$ cat src/rtl/serial_bus_pkg.sv
// Shared types and constants for the serial bus arbiter.
package serial_bus_pkg;

    typedef enum logic [1:0] {
        IDLE  = 2'd0,
        XFER  = 2'd1,
        RESP  = 2'd2,
        GUARD = 2'd3
    } arb_state_t;

    localparam int ADDR_WIDTH_DEF = 16;
    localparam int DATA_WIDTH_DEF = 8;
    localparam int XFER_BITS      = ADDR_WIDTH_DEF + DATA_WIDTH_DEF;

    localparam logic MODE_WRITE = 1'b1;
    localparam logic MODE_READ  = 1'b0;

endpackage

$ cat src/rtl/serial_bus_arbiter_rr_picker.sv
// Combinational round-robin picker: first set request at or after ptr,
// wrapping modulo NUM_MASTERS. Produces a one-hot grant and its index.
module rr_picker
    import serial_bus_pkg::*;
#(
    parameter int NUM_MASTERS = 4,
    parameter int PTR_W       = $clog2(NUM_MASTERS)
) (
    input  logic [NUM_MASTERS-1:0] req,
    input  logic [PTR_W-1:0]       ptr,
    output logic [NUM_MASTERS-1:0] gnt,
    output logic [PTR_W-1:0]       winner
);

    logic found;

    // Scan from ptr upward first, then wrap around to the low indices.
    always_comb begin
        // NOTE: every output gets a default before any branch so no latch is inferred.
        gnt    = '0;
        winner = '0;
        found  = 1'b0;
        for (int i = 0; i < NUM_MASTERS; i++) begin
            if (!found && req[i] && (i >= int'(ptr))) begin
                found  = 1'b1;
                gnt[i] = 1'b1;
                winner = PTR_W'(i);
            end
        end
        for (int i = 0; i < NUM_MASTERS; i++) begin
            if (!found && req[i]) begin
                found  = 1'b1;
                gnt[i] = 1'b1;
                winner = PTR_W'(i);
            end
        end
    end

endmodule

$ cat src/rtl/serial_bus_arbiter.sv
// Round-robin arbiter sharing one bit-serial bus between NUM_MASTERS masters.
// Optional build macro ARB_TIMEOUT_EN adds a read-response timeout that
// pulses timeout_err and releases the bus after TIMEOUT_CYCLES RESP cycles.
module serial_bus_arbiter
    import serial_bus_pkg::*;
#(
    parameter int NUM_MASTERS    = 4,
    parameter int ADDR_WIDTH     = ADDR_WIDTH_DEF,
    parameter int DATA_WIDTH     = DATA_WIDTH_DEF,
    parameter int TIMEOUT_CYCLES = 64
) (
    input  logic                   clk,
    input  logic                   rstn,
    input  logic [NUM_MASTERS-1:0] m_valid,
    input  logic [NUM_MASTERS-1:0] m_mode,
    input  logic [NUM_MASTERS-1:0] m_wr_bus,
    input  logic [NUM_MASTERS-1:0] m_ready,
    output logic [NUM_MASTERS-1:0] m_grant,
    output logic [NUM_MASTERS-1:0] m_sready,
    output logic [NUM_MASTERS-1:0] m_svalid,
    output logic                   bus_valid,
    output logic                   bus_mode,
    output logic                   bus_wr,
    output logic                   bus_mready,
    input  logic                   s_ready,
    input  logic                   s_valid,
    output logic                   timeout_err
);

    localparam int NBITS = ADDR_WIDTH + DATA_WIDTH;
    localparam int CNT_W = $clog2(NBITS + 1);
    localparam int PTR_W = $clog2(NUM_MASTERS);

    arb_state_t             state, state_d;
    logic [NUM_MASTERS-1:0] grant_q;
    logic [PTR_W-1:0]       ptr_q;
    logic [CNT_W-1:0]       cnt_q;
    logic                   mode_q;
    logic [NUM_MASTERS-1:0] pick_gnt;
    logic [PTR_W-1:0]       pick_idx;
    logic                   active, sel_valid, accept, last_bit, handshake, expired;

    rr_picker #(.NUM_MASTERS(NUM_MASTERS)) u_picker (
        .req    (m_valid),
        .ptr    (ptr_q),
        .gnt    (pick_gnt),
        .winner (pick_idx)
    );

    // The bus carries the granted master only while a transfer or response is live.
    assign active     = (state == XFER) || (state == RESP);
    assign sel_valid  = |(m_valid & grant_q);
    assign bus_valid  = active & sel_valid;
    assign bus_mode   = active & |(m_mode & grant_q);
    assign bus_wr     = active & |(m_wr_bus & grant_q);
    assign bus_mready = active & |(m_ready & grant_q);
    assign m_sready   = (active && s_ready) ? grant_q : '0;
    assign m_svalid   = (active && s_valid) ? grant_q : '0;
    assign m_grant    = grant_q;

    assign accept    = (state == XFER) && bus_valid && s_ready;
    assign last_bit  = accept && (cnt_q == CNT_W'(NBITS - 1));
    assign handshake = (state == RESP) && s_valid && bus_mready;

`ifdef ARB_TIMEOUT_EN
    localparam int TMO_W = $clog2(TIMEOUT_CYCLES + 1);
    logic [TMO_W-1:0] tmo_q;
    logic             err_q;

    assign expired     = (state == RESP) && !handshake && (tmo_q == TMO_W'(TIMEOUT_CYCLES - 1));
    assign timeout_err = err_q;

    // RESP dwell counter restarts on every entry; error is a registered one-cycle pulse.
    always_ff @(posedge clk) begin
        if (!rstn) begin
            tmo_q <= '0;
            err_q <= 1'b0;
        end else begin
            err_q <= expired;
            tmo_q <= (state == RESP) ? tmo_q + 1'b1 : '0;
        end
    end
`else
    assign expired     = 1'b0;
    assign timeout_err = 1'b0;
`endif

    // State register; reset aborts any transfer with no guard cycle.
    always_ff @(posedge clk) begin
        // NOTE: sequential state uses non-blocking assignment so all flops update together.
        if (!rstn) state <= IDLE;
        else       state <= state_d;
    end

    // Next-state logic: grant, shift bits, optional read response, one guard cycle.
    always_comb begin
        state_d = state;
        case (state)
            IDLE:    if (|m_valid) state_d = XFER;
            XFER:    if (!sel_valid)    state_d = GUARD;
                     else if (last_bit) state_d = (mode_q == MODE_WRITE) ? GUARD : RESP;
            RESP:    if (handshake || expired) state_d = GUARD;
            GUARD:   state_d = IDLE;
            default: state_d = IDLE;
        endcase
    end

    // Grant, round-robin pointer, latched mode and bit counter.
    always_ff @(posedge clk) begin
        if (!rstn) begin
            grant_q <= '0;
            ptr_q   <= '0;
            cnt_q   <= '0;
            mode_q  <= MODE_READ;
        end else begin
            case (state)
                IDLE: if (|m_valid) begin
                    grant_q <= pick_gnt;
                    mode_q  <= |(m_mode & pick_gnt);
                    ptr_q   <= (pick_idx == PTR_W'(NUM_MASTERS - 1)) ? '0 : pick_idx + 1'b1;
                    cnt_q   <= '0;
                end
                XFER:    if (accept) cnt_q <= cnt_q + 1'b1;
                GUARD:   grant_q <= '0;
                default: ;
            endcase
        end
    end

endmodule

$ cat config.mk
export PLATFORM = sky130hd
export DESIGN_NAME = serial_bus_arbiter
export DESIGN_NICKNAME = d
export VERILOG_FILES = /design/src/rtl/serial_bus_pkg.sv /design/src/rtl/serial_bus_arbiter_rr_picker.sv /design/src/rtl/serial_bus_arbiter.sv
export SDC_FILE = /design/constraint.sdc
export NUM_CORES = 1
export LEC_CHECK = 0
export BUFFER_PORTS_ARGS = -buffer_cell sky130_fd_sc_hd__buf_4
export CAP_MARGIN = 25
export CORE_MARGIN = 1
export CORE_UTILIZATION = 40
export DETAILED_ROUTE_END_ITERATION = 8
export GPL_TIMING_DRIVEN = 1
export PLACE_DENSITY = 0.64
export SYNTH_ARGS = -nofsm -noshare
export SYNTH_HDL_FRONTEND = slang
export SYNTH_HIERARCHICAL = 1
export SYNTH_SLANG_ARGS = --single-unit
export TNS_END_PERCENT = 30
$ cat constraint.sdc
create_clock -name clk -period 4.2 [get_ports clk]
set_input_delay 0.21 -clock clk [delete_from_list [all_inputs] [get_ports clk]]
set_output_delay 0.21 -clock clk [all_outputs]
set_load 0.1 [all_outputs]
==> results.md, run 1 <==
- Status: completed
- Core ar.: 0.002590 mm^2
- Crit-path slowest cell: ha_1
- CTS Buf Count: 3
- Logic pwr share: 62.3%
- Clock sinks: 14
- Pint: 381.9 uW
- Critical Path RT: 3.99 ns
- Non-Filler Instances: 199
- CP Capture Type: primary output
- Setup CP Type: register to primary output
- Share of cells above drive strength 1: 28.40%
- Mapped Area: 0.001140 mm^2
- CP Depth: 4
- Post-place instance area: around 0.0014 mm^2
- Syn. warnings: 6
- Cell count after synthesis: 138
- Path depth of the worst reg2reg path: 7
- Final setup viols: 0
- Largest net degree at the start of global routing: 17
- Sw frac: 53.69%
- Unrepaired setup endpoints after global routing: false
- Distinct cells, synth: 41
- Post-DR wirelength/cell: between 10 and 15 um
- CTS Hold Bufs: 0
- Reg2reg start: state[1]
- Clock period minus worst slack: around 2.1 ns
- Final hold vios: 0
- Worst-Skew Late Latency: 0.28 ns
- Initial antenna violation count: 0
- Delay-heaviest family, CP: adder cells
- Area growth, synth to finish: 25.03%
- CP cell instances: inv_1, ha_1, a21boi_0, buf_4
- PortBufs: 35
- DRC viols: 0
- Clock power share: 12.0%
- Setup TNS: 0 ns
- CTS tree: built
- F_max: 0.4665 GHz
- Routed Wire Length: 2723 um
- Final Cycle Share: 51.04%
- Gr usage total: 17.89%
- Seq pwr share: 25.8%
- Worst hold path type: input pin to register
- Clock Skew: roughly 0.0073 ns
- Flops & latches, synth: 14
- 1st-pass router iterations: 4
- Htree depth: 1
- Max-cap violations: 0
- # resized after CTS: 0
- Io pins: 37
- Power per cell area: 578.6 mW/mm^2
- Final ANT Viol Nets: 0
- Number of fillers in the final layout: 247
- Global-route wire length before repair: 4512 um
- Final instance area: 0.001425 mm^2
- Hold slack: between 0.2 and 0.25 ns
- Placed Instances: 195
- DIE AREA: 0.003067 mm^2
- Vias: 1152
- Slew Viols, Final: 0
- Seq. cell area: about 280 um^2
- Final net count: 197
- Die H: 55.38 um
- Grt ovf: 0
- Total Power: 824.6 uW
- Hold Startpoint: rstn
- 1st-iter DRT viols: 33
- Util after Layout: 55.02%
- Final worst slack: about 2 ns
- Worst slack, placed: 2.134 ns
- Initial Utilization: 44.01%
- Worst ir drop on vdd: roughly 0.40 mV
- Final GP Congestion: 0.8307
- Via density: between 5 and 6
- Hpwl dp: 2100 um
- Worst Hold End: state[0]
- Number of diodes: 0
- Synthesized area per cell: 8.260 um^2
- Worst R2R End: state[0]
- Vias in the first global route: slightly above 1000
- R2r setup slk: 2.13 ns
- FP Rows: 18
- Buf+Inv Stages, Crit Path: 2
- Startpoint Class: register
- Crit path DAT: between 1.5 and 2 ns
- Setup bufs post-CTS: 0
- Clock root cell: clkbuf_4
- Die X: 55.38 um
- Syn Nets: 165
- Seq/Total Area, Yosys: 24.59%
- Area of the multi-input gates: 785.8 um^2
- Net switching power: roughly 440 uW
- Crit path largest cell delay: between 0.5 and 0.6 ns
- Pleak: between 0.6 and 0.7 nW
- Clk buf depth: 2
- Hold Crit Depth: 2
- Clock slew at reported path FFs: 0.09 ns
- CP Max Fanout: 16
## cells by family after synthesis
logic type,after synthesis,share of synthesized area (%)
and+or+nand+nor,47,23.82
DFF,14,24.59
other,1,0.3290
muxes,4,3.513
adders and majority gates,7,7.684
buffers and inverters,14,6.476
AOI/OAI and AO/OA,51,33.59
## placed cells by master (no fill, tap or decap), types with 3 or more instances in the layout
master | Yosys | routed
a21boi_0 | 3 | 3
a21oi_1 | 9 | 9
a22oi_1 | 12 | 12
and3_1 | 9 | 9
buf_4 | 3 | 35
clkbuf_4 | 0 | 3
dfxtp_1 | 14 | 14
ha_1 | 7 | 7
inv_1 | 6 | 6
mux2i_1 | 4 | 4
nand2_1 | 5 | 5
nor2_1 | 7 | 7
nor2b_1 | 13 | 13
o21a_1 | 5 | 5
o21ai_0 | 5 | 5
## sequential cells by signal, indices dropped and copies added (netlist names)
signal and count:
cnt_q 5, m_grant 4, state 2, ptr_q 2, mode_q 1
## worst max-delay path by stage
stage	slack [ns]	to	startpoint
2_1_floorplan	0.49	bus_mready	m_grant[1]
3_3_place_gp	2.31	state[0]	state[1]
3_5_place_dp	2.13	state[0]	state[1]
4_1_cts	2.03	bus_mode	state[1]
5_1_grt	1.90	bus_mode	state[1]
6_report	2.06	bus_mode	state[1]
## layer usage
layer  vias to the layer above  GRT usage, %  routed length [um]
met5                         -             0                   0
met4                         0         5.357                  16
met3                         2         7.026                 175
met2                        33         29.60                1258
met1                       545         21.23                1272
li1                        572             -                   -
## final cells by class
type	count	share of cell area [%]
tap	30	2.634
multi-input combinational	110	55.14
clock buffer	4	2.546
timing repair buffer	35	18.44
sequential	14	19.67
inverter	6	1.580
## power groups by stage
stage | logic [mW] | clock network [mW] | registers, mW
2_1_floorplan | 0.386 | 0 | 0.245
5_1_grt | 0.553 | 0.109 | 0.221
3_5_place_dp | 0.514 | 0 | 0.214
6_report | 0.514 | 0.0986 | 0.212
3_3_place_gp | 0.503 | 0 | 0.212
4_1_cts | 0.515 | 0.103 | 0.211
## cells in the mapped netlist (all sizes together)
library cell	n	area share, %
a21boi	4	2.6
a21o	2	1.4
a21oi	9	4.0
a221oi	2	2.1
a22o	2	1.5
a22oi	12	7.9
a2bb2oi	1	0.77
and2	2	1.1
and3	11	6.3
buf	4	3.0
clkbuf	4	1.5
conb	1	0.33
dfxtp	14	25
ha	7	7.7
inv	6	2.0
mux2i	4	3.5
nand2	5	1.6
nand2b	2	1.1
nand3b	1	0.66
nand4	2	1.1
nor2	7	2.3
nor2b	13	7.1
nor3	2	0.88
nor3b	1	1.1
nor4	1	0.55
o2111a	1	1.1
o21a	5	3.3
o21ai	7	4.1
o21bai	1	0.66
o221a	2	2.0
o221ai	1	0.77
o22ai	1	0.55
o311a	1	0.88
## worst register-to-register path: cells and delay by family, from the launching register on
kind,cells,cell delay (ns)
adders and majority gates,1,0.52
buffers and inverters,1,0.11
and+or+nand+nor,2,0.32
DFF,1,0.42
AOI/OAI and AO/OA,3,0.62
Note: power is estimated with default switching activity, not from simulation.
==> inputs of run 2 (changes only) <==
==> constraint.sdc (replaced) <==
create_clock -name clk -period 2.2 [get_ports clk]
set_input_delay 0.11 -clock clk [delete_from_list [all_inputs] [get_ports clk]]
set_output_delay 0.11 -clock clk [all_outputs]
set_load 0.1 [all_outputs]
==> results.md, run 2 (same netlist as run 1, synthesis figures left out) <==
- Status: completed
- Routed Wire Length: 2765 um
- Net switching power: 858.2 uW
- Final worst slack: 0.2439 ns
- Worst hold path type: input pin to register
- PortBufs: 35
- Highest-count cells in the layout ignoring fill and taps: buf_4 (35), dfxtp_1 (14), a22oi_1 (12), nor2b_1 (12)
- # resized after CTS: 0
- R2r setup slk: 0.24 ns
- DRC viols: 0
- Gr usage total: about 18%
- Power per cell area: 1114 mW/mm^2
- Setup bufs post-CTS: 0
- Hold Startpoint: rstn
- Unrepaired setup endpoints after global routing: false
- Clock root cell: clkbuf_4
- Grt ovf: 0
- Clock slew at reported path FFs: 0.08 ns
- Hold Crit Depth: 2
- Vias in the first global route: 1014
- Worst R2R End: state[0]
- Most flops, register: cnt_q
- Commonest non-fill, non-tap cell in the layout: buf_4
- Worst Hold End: state[0]
- DIE AREA: roughly 0.0031 mm^2
- Final setup viols: 0
- 1st-iter DRT viols: 80
- Vias: ~1100
- Number of diodes: 0
- Initial antenna violation count: 0
- Seq. cell area: 280.3 um^2
- Worst-Skew Late Latency: just under 0.3 ns
- Slew Viols, Final: 0
- FP Rows: 18
- Reg2reg start: state[1]
- Initial Utilization: 44.01%
- Final net count: 197
- Htree depth: 1
- Critical Path RT: 2.38 ns
- Final Cycle Share: 88.92%
- Global-route wire length before repair: 4498 um
- Post-DR wirelength/cell: 13.89 um
- Hpwl dp: about 2100 um
- Number of fillers in the final layout: 262
- Clk buf depth: 2
- Path depth of the worst reg2reg path: 7
- CP Capture Type: register
- Area growth, synth to finish: 27.11%
- Sw frac: approximately 53%
- Hold slack: 0.1333 ns
- Crit path DAT: about 2.1 ns
- Clock sinks: 14
- Post-place instance area: 0.001410 mm^2
- Max FFs per register: 5
- Area of the multi-input gates: 809.5 um^2
- Final ANT Viol Nets: 0
- Largest net degree at the start of global routing: 17
- Worst ir drop on vdd: 0.6453 mV
- Final instance area: 0.001449 mm^2
- Io pins: 37
- Seq pwr share: 24.9%
- Final GP Congestion: 0.8486
- Share of cells above drive strength 1: between 30% and 40%
- Total Power: 1.614 mW
- Core ar.: roughly 0.0026 mm^2
- CP Max Fanout: 16
- CTS Hold Bufs: 0
- Via density: 5.769
- Max-cap violations: 0
- Logic pwr share: 63.2%
- Clock power share: between 10% and 20%
- CTS Buf Count: 3
- Clock period minus worst slack: 1.956 ns
- 1st-pass router iterations: 4
- Clock Skew: 0.01440 ns
- Final hold vios: 0
- Worst slack, placed: 0.1476 ns
- CTS tree: built
- Pleak: about 0.63 nW
- Startpoint Class: register
- Pint: 755.4 uW
- Setup CP Type: register to register
- Die X: 55.38 um
- F_max: 0.5112 GHz
- Die H: 55.38 um
-- run 2: through the flow --
stage / cells / utilization (%) / setup TNS [ns]
after floorplan: 138 / - / -0.3392
after global placement: 195 / 54.44 / 0
after detailed placement: 195 / 54.44 / 0
after CTS: 199 / 55.85 / 0
after global routing: 199 / 55.94 / 0
final: 199 / 55.94 / 0
-- run 2: area by class of cell --
class / instances / share of cell area [%]
repair buffers: 35 / 18.13
clock buffers: 4 / 2.504
flip-flops and latches: 14 / 19.34
inverters: 6 / 1.554
well taps: 30 / 2.591
multi-input cells: 110 / 55.87
-- run 2: how the worst max path moves through the flow --
stage                     to  slack [ns]  startpoint
detailed placement  state[0]        0.15    state[1]
floorplan           bus_mode       -0.11  m_grant[2]
global route        state[0]        0.05    state[1]
global placement    state[0]        0.29    state[1]
finish              state[0]        0.24    state[1]
CTS                 state[0]        0.13    state[0]
-- run 2: power by group through the flow --
stage | combinational [mW] | clock, mW | sequential, mW
final | 1.02 | 0.191 | 0.402
after detailed placement | 1.01 | 0 | 0.409
after global routing | 1.10 | 0.206 | 0.417
after global placement | 0.990 | 0 | 0.404
after floorplan | 0.766 | 0 | 0.467
after CTS | 1.02 | 0.196 | 0.404
-- run 2: per-layer routing --
metal	share of wire [%]	wire length, um	GRT usage [%]
met5	0	0	0
met2	46	1260	29.95
met3	7.2	198	4.918
met1	47	1306	22.93
met4	0	0	3.214
-- run 2: worst max-delay path, cell delays in order, from the launching register on --
cell and delay (ns):
dfxtp_1 0.40, inv_1 0.10, ha_2 0.47, nand4_1 0.11
nor3_1 0.18, o221ai_1 0.22, o21a_1 0.21, o21a_1 0.17
==> inputs of run 3 (changes only) <==
--- a/config.mk
+++ b/config.mk
@@ -5,6 +5,7 @@
 export SDC_FILE = /design/constraint.sdc
 export NUM_CORES = 1
 export LEC_CHECK = 0
+export ABC_AREA = 1
 export BUFFER_PORTS_ARGS = -buffer_cell sky130_fd_sc_hd__buf_4
 export CAP_MARGIN = 25
 export CORE_MARGIN = 1
==> results.md, run 3 <==
- Initial antenna violation count: 0
- Max-cap violations: 0
- Mapped Area: between 0.001 and 0.0015 mm^2
- Worst Hold End: state[1]
- CTS Hold Bufs: 0
- DRC viols: 0
- Setup TNS: 0 ns
- Syn. warnings: 6
- Clk buf depth: 2
- Number of fillers in the final layout: 266
- FP Rows: 19
- Post-DR wirelength/cell: approximately 11 um
- PortBufs: 35
- Area growth, synth to finish: 32.35%
- Clock root cell: clkbuf_4
- Top layer in use: met3
- Unrepaired setup endpoints after global routing: false
- Grt ovf: 0
- Max FFs per register: 5
- Worst setup path startpoint: state[1]
- Worst-Skew Late Latency: 0.29 ns
- Post-Synth Adder-Cell Area: 7.650%
- Total Power: 1.834 mW
- Final net count: around 250
- # resized after CTS: 0
- Pleak: 0.7317 nW
- Share of cells above drive strength 1: roughly a quarter
- 1st-iter DRT viols: 39
- Die X: 55.50 um
- Clock period minus worst slack: 1.943 ns
- Syn Nets: 215
- Die H: 55.50 um
- Share of the synthesized area in the top cell type: 24.48%
- Final Cycle Share: between 80% and 90%
- Synth area leaders: dfxtp_1 (24%), nand2_1 (19%), nand3_1 (8.7%)
- Flops & latches, synth: 14
- DIE AREA: 0.003080 mm^2
- Final ANT Viol Nets: 0
- Crit path DAT: 1.83 ns
- Synth top cells by count: nand2_1 (57), inv_1 (25), nor2_1 (23), nand3_1 (20), dfxtp_1 (14)
- Worst R2R End: state[0]
- Worst hold path type: input pin to register
- Critical Path RT: around 2.1 ns
- Reg2reg start: state[0]
- Met1 Wirelength: roughly 1400 um
- Vias: ~1300
- Main synth FF type: dfxtp_1
- CTS Buf Count: 3
- Clock slew at reported path FFs: ~0.09 ns
- Commonest non-fill, non-tap cell in the layout: nand2_1
- Util after Layout: 55.42%
- Core ar.: 0.002734 mm^2
- Setup bufs post-CTS: 0
- Final setup viols: 0
- Distinct cells, synth: 23
- Post-synthesis simple-gate area fraction: 47.54%
- Largest family of logic cells by synthesized area: simple AND/OR/NAND/NOR gates
- Status: completed
- Synth Area in Compound Gates: 9.836%
- Startpoint Class: register
- Post-synthesis mux area share: 0%
- CP Max Fanout: 4
- Largest net degree at the start of global routing: 10
- Final instance area: 0.001515 mm^2
- Routed wl met3: 185 um
- Vias in the first global route: 1172
- F_max: just over 0.5 GHz
- Path depth of the worst reg2reg path: 10
- Hold Startpoint: rstn
- Ys async rst share: 0%
- Cell count after synthesis: 188
- Area leader, netlist: dfxtp_1
- Most flops, register: cnt_q
- Most frequent cell after synthesis: nand2_1
- Met2 Wirelength: ~1300 um
- Seq/Total Area, Yosys: 24.48%
- Io pins: 37
- Worst slack, placed: 0.5423 ns
- Via density: 4.984
- CTS tree: built
- Routed Wire Length: about 2900 um
- Clock sinks: 14
- Synth Area in XOR/XNOR: 0%
- 1st-pass router iterations: 4
- Final GP Congestion: 0.7778
- EDFF count, synth: 0
- Clock Skew: 0.007458 ns
- Power per cell area: around 1200 mW/mm^2
- Worst ir drop on vdd: around 0.83 mV
- Number of diodes: 0
- Final hold vios: 0
- Hold Crit Depth: 3
- Initial Utilization: 41.88%
- Htree depth: 1
- Synthesized area per cell: 6.090 um^2
- R2r setup slk: 0.53 ns
- Slew Viols, Final: 0
- Final worst slack: 0.2567 ns
- Highest-count cells in the layout ignoring fill and taps: nand2_1 (57), buf_4 (35), inv_1 (25)
- CP Capture Type: primary output
- Global-route wire length before repair: 5002 um
- Hpwl dp: ~2300 um
- Setup CP Type: register to primary output
- Post-place instance area: about 0.0015 mm^2
- Gr usage total: 19.90%
run 3: where the power goes:
part | switching, mW | internal, mW | total, mW
clock | 0.0899 | 0.101 | 0.191
combinational | 0.897 | 0.329 | 1.23
sequential | 0.0886 | 0.329 | 0.417
total | 1.08 | 0.758 | 1.83
run 3: how the worst max path moves through the flow:
stage	cells past startpoint	endpoint
4_1_cts	5	bus_wr
3_3_place_gp	10	state[0]
5_1_grt	5	bus_mode
3_5_place_dp	10	state[1]
2_1_floorplan	2	m_sready[0]
6_report	5	bus_wr
run 3: final cells by class:
class / instances / area [um^2] / area share (%)
Tap cell: 31 / 38.79 / 2.560
Multi-Input combinational cell: 144 / 788.3 / 52.02
Sequential cell: 14 / 280.3 / 18.50
Inverter: 29 / 108.9 / 7.184
Clock buffer: 4 / 36.28 / 2.395
Timing Repair Buffer: 35 / 262.8 / 17.34
run 3: layer usage:
metal	vias up	track usage [%]
met3	0	6.557
li1	670	-
met1	574	26.53
met4	0	1.071
met5	-	0
met2	37	32.87
run 3: cell families after synthesis:
logic type,Yosys count
compound gates,20
fa+ha+maj,7
buf+inv,30
flops,14
other cells,1
simple gates,116
run 3: through the flow:
| step | std cells | hold WS, ns |
|---|---|---|
| floorplan | 188 | 0.2305 |
| global placement | 253 | 0.3767 |
| detailed placement | 253 | 0.3922 |
| CTS | 257 | 0.07943 |
| global route | 257 | 0.08534 |
| finish | 257 | 0.08216 |
run 3: worst max-delay path, cell delays in order, from the launching register on:
cell,delay [ns]
dfxtp_1,0.40
inv_1,0.11
ha_1,0.37
inv_1,0.16
a41oi_4,0.19
buf_4,0.31
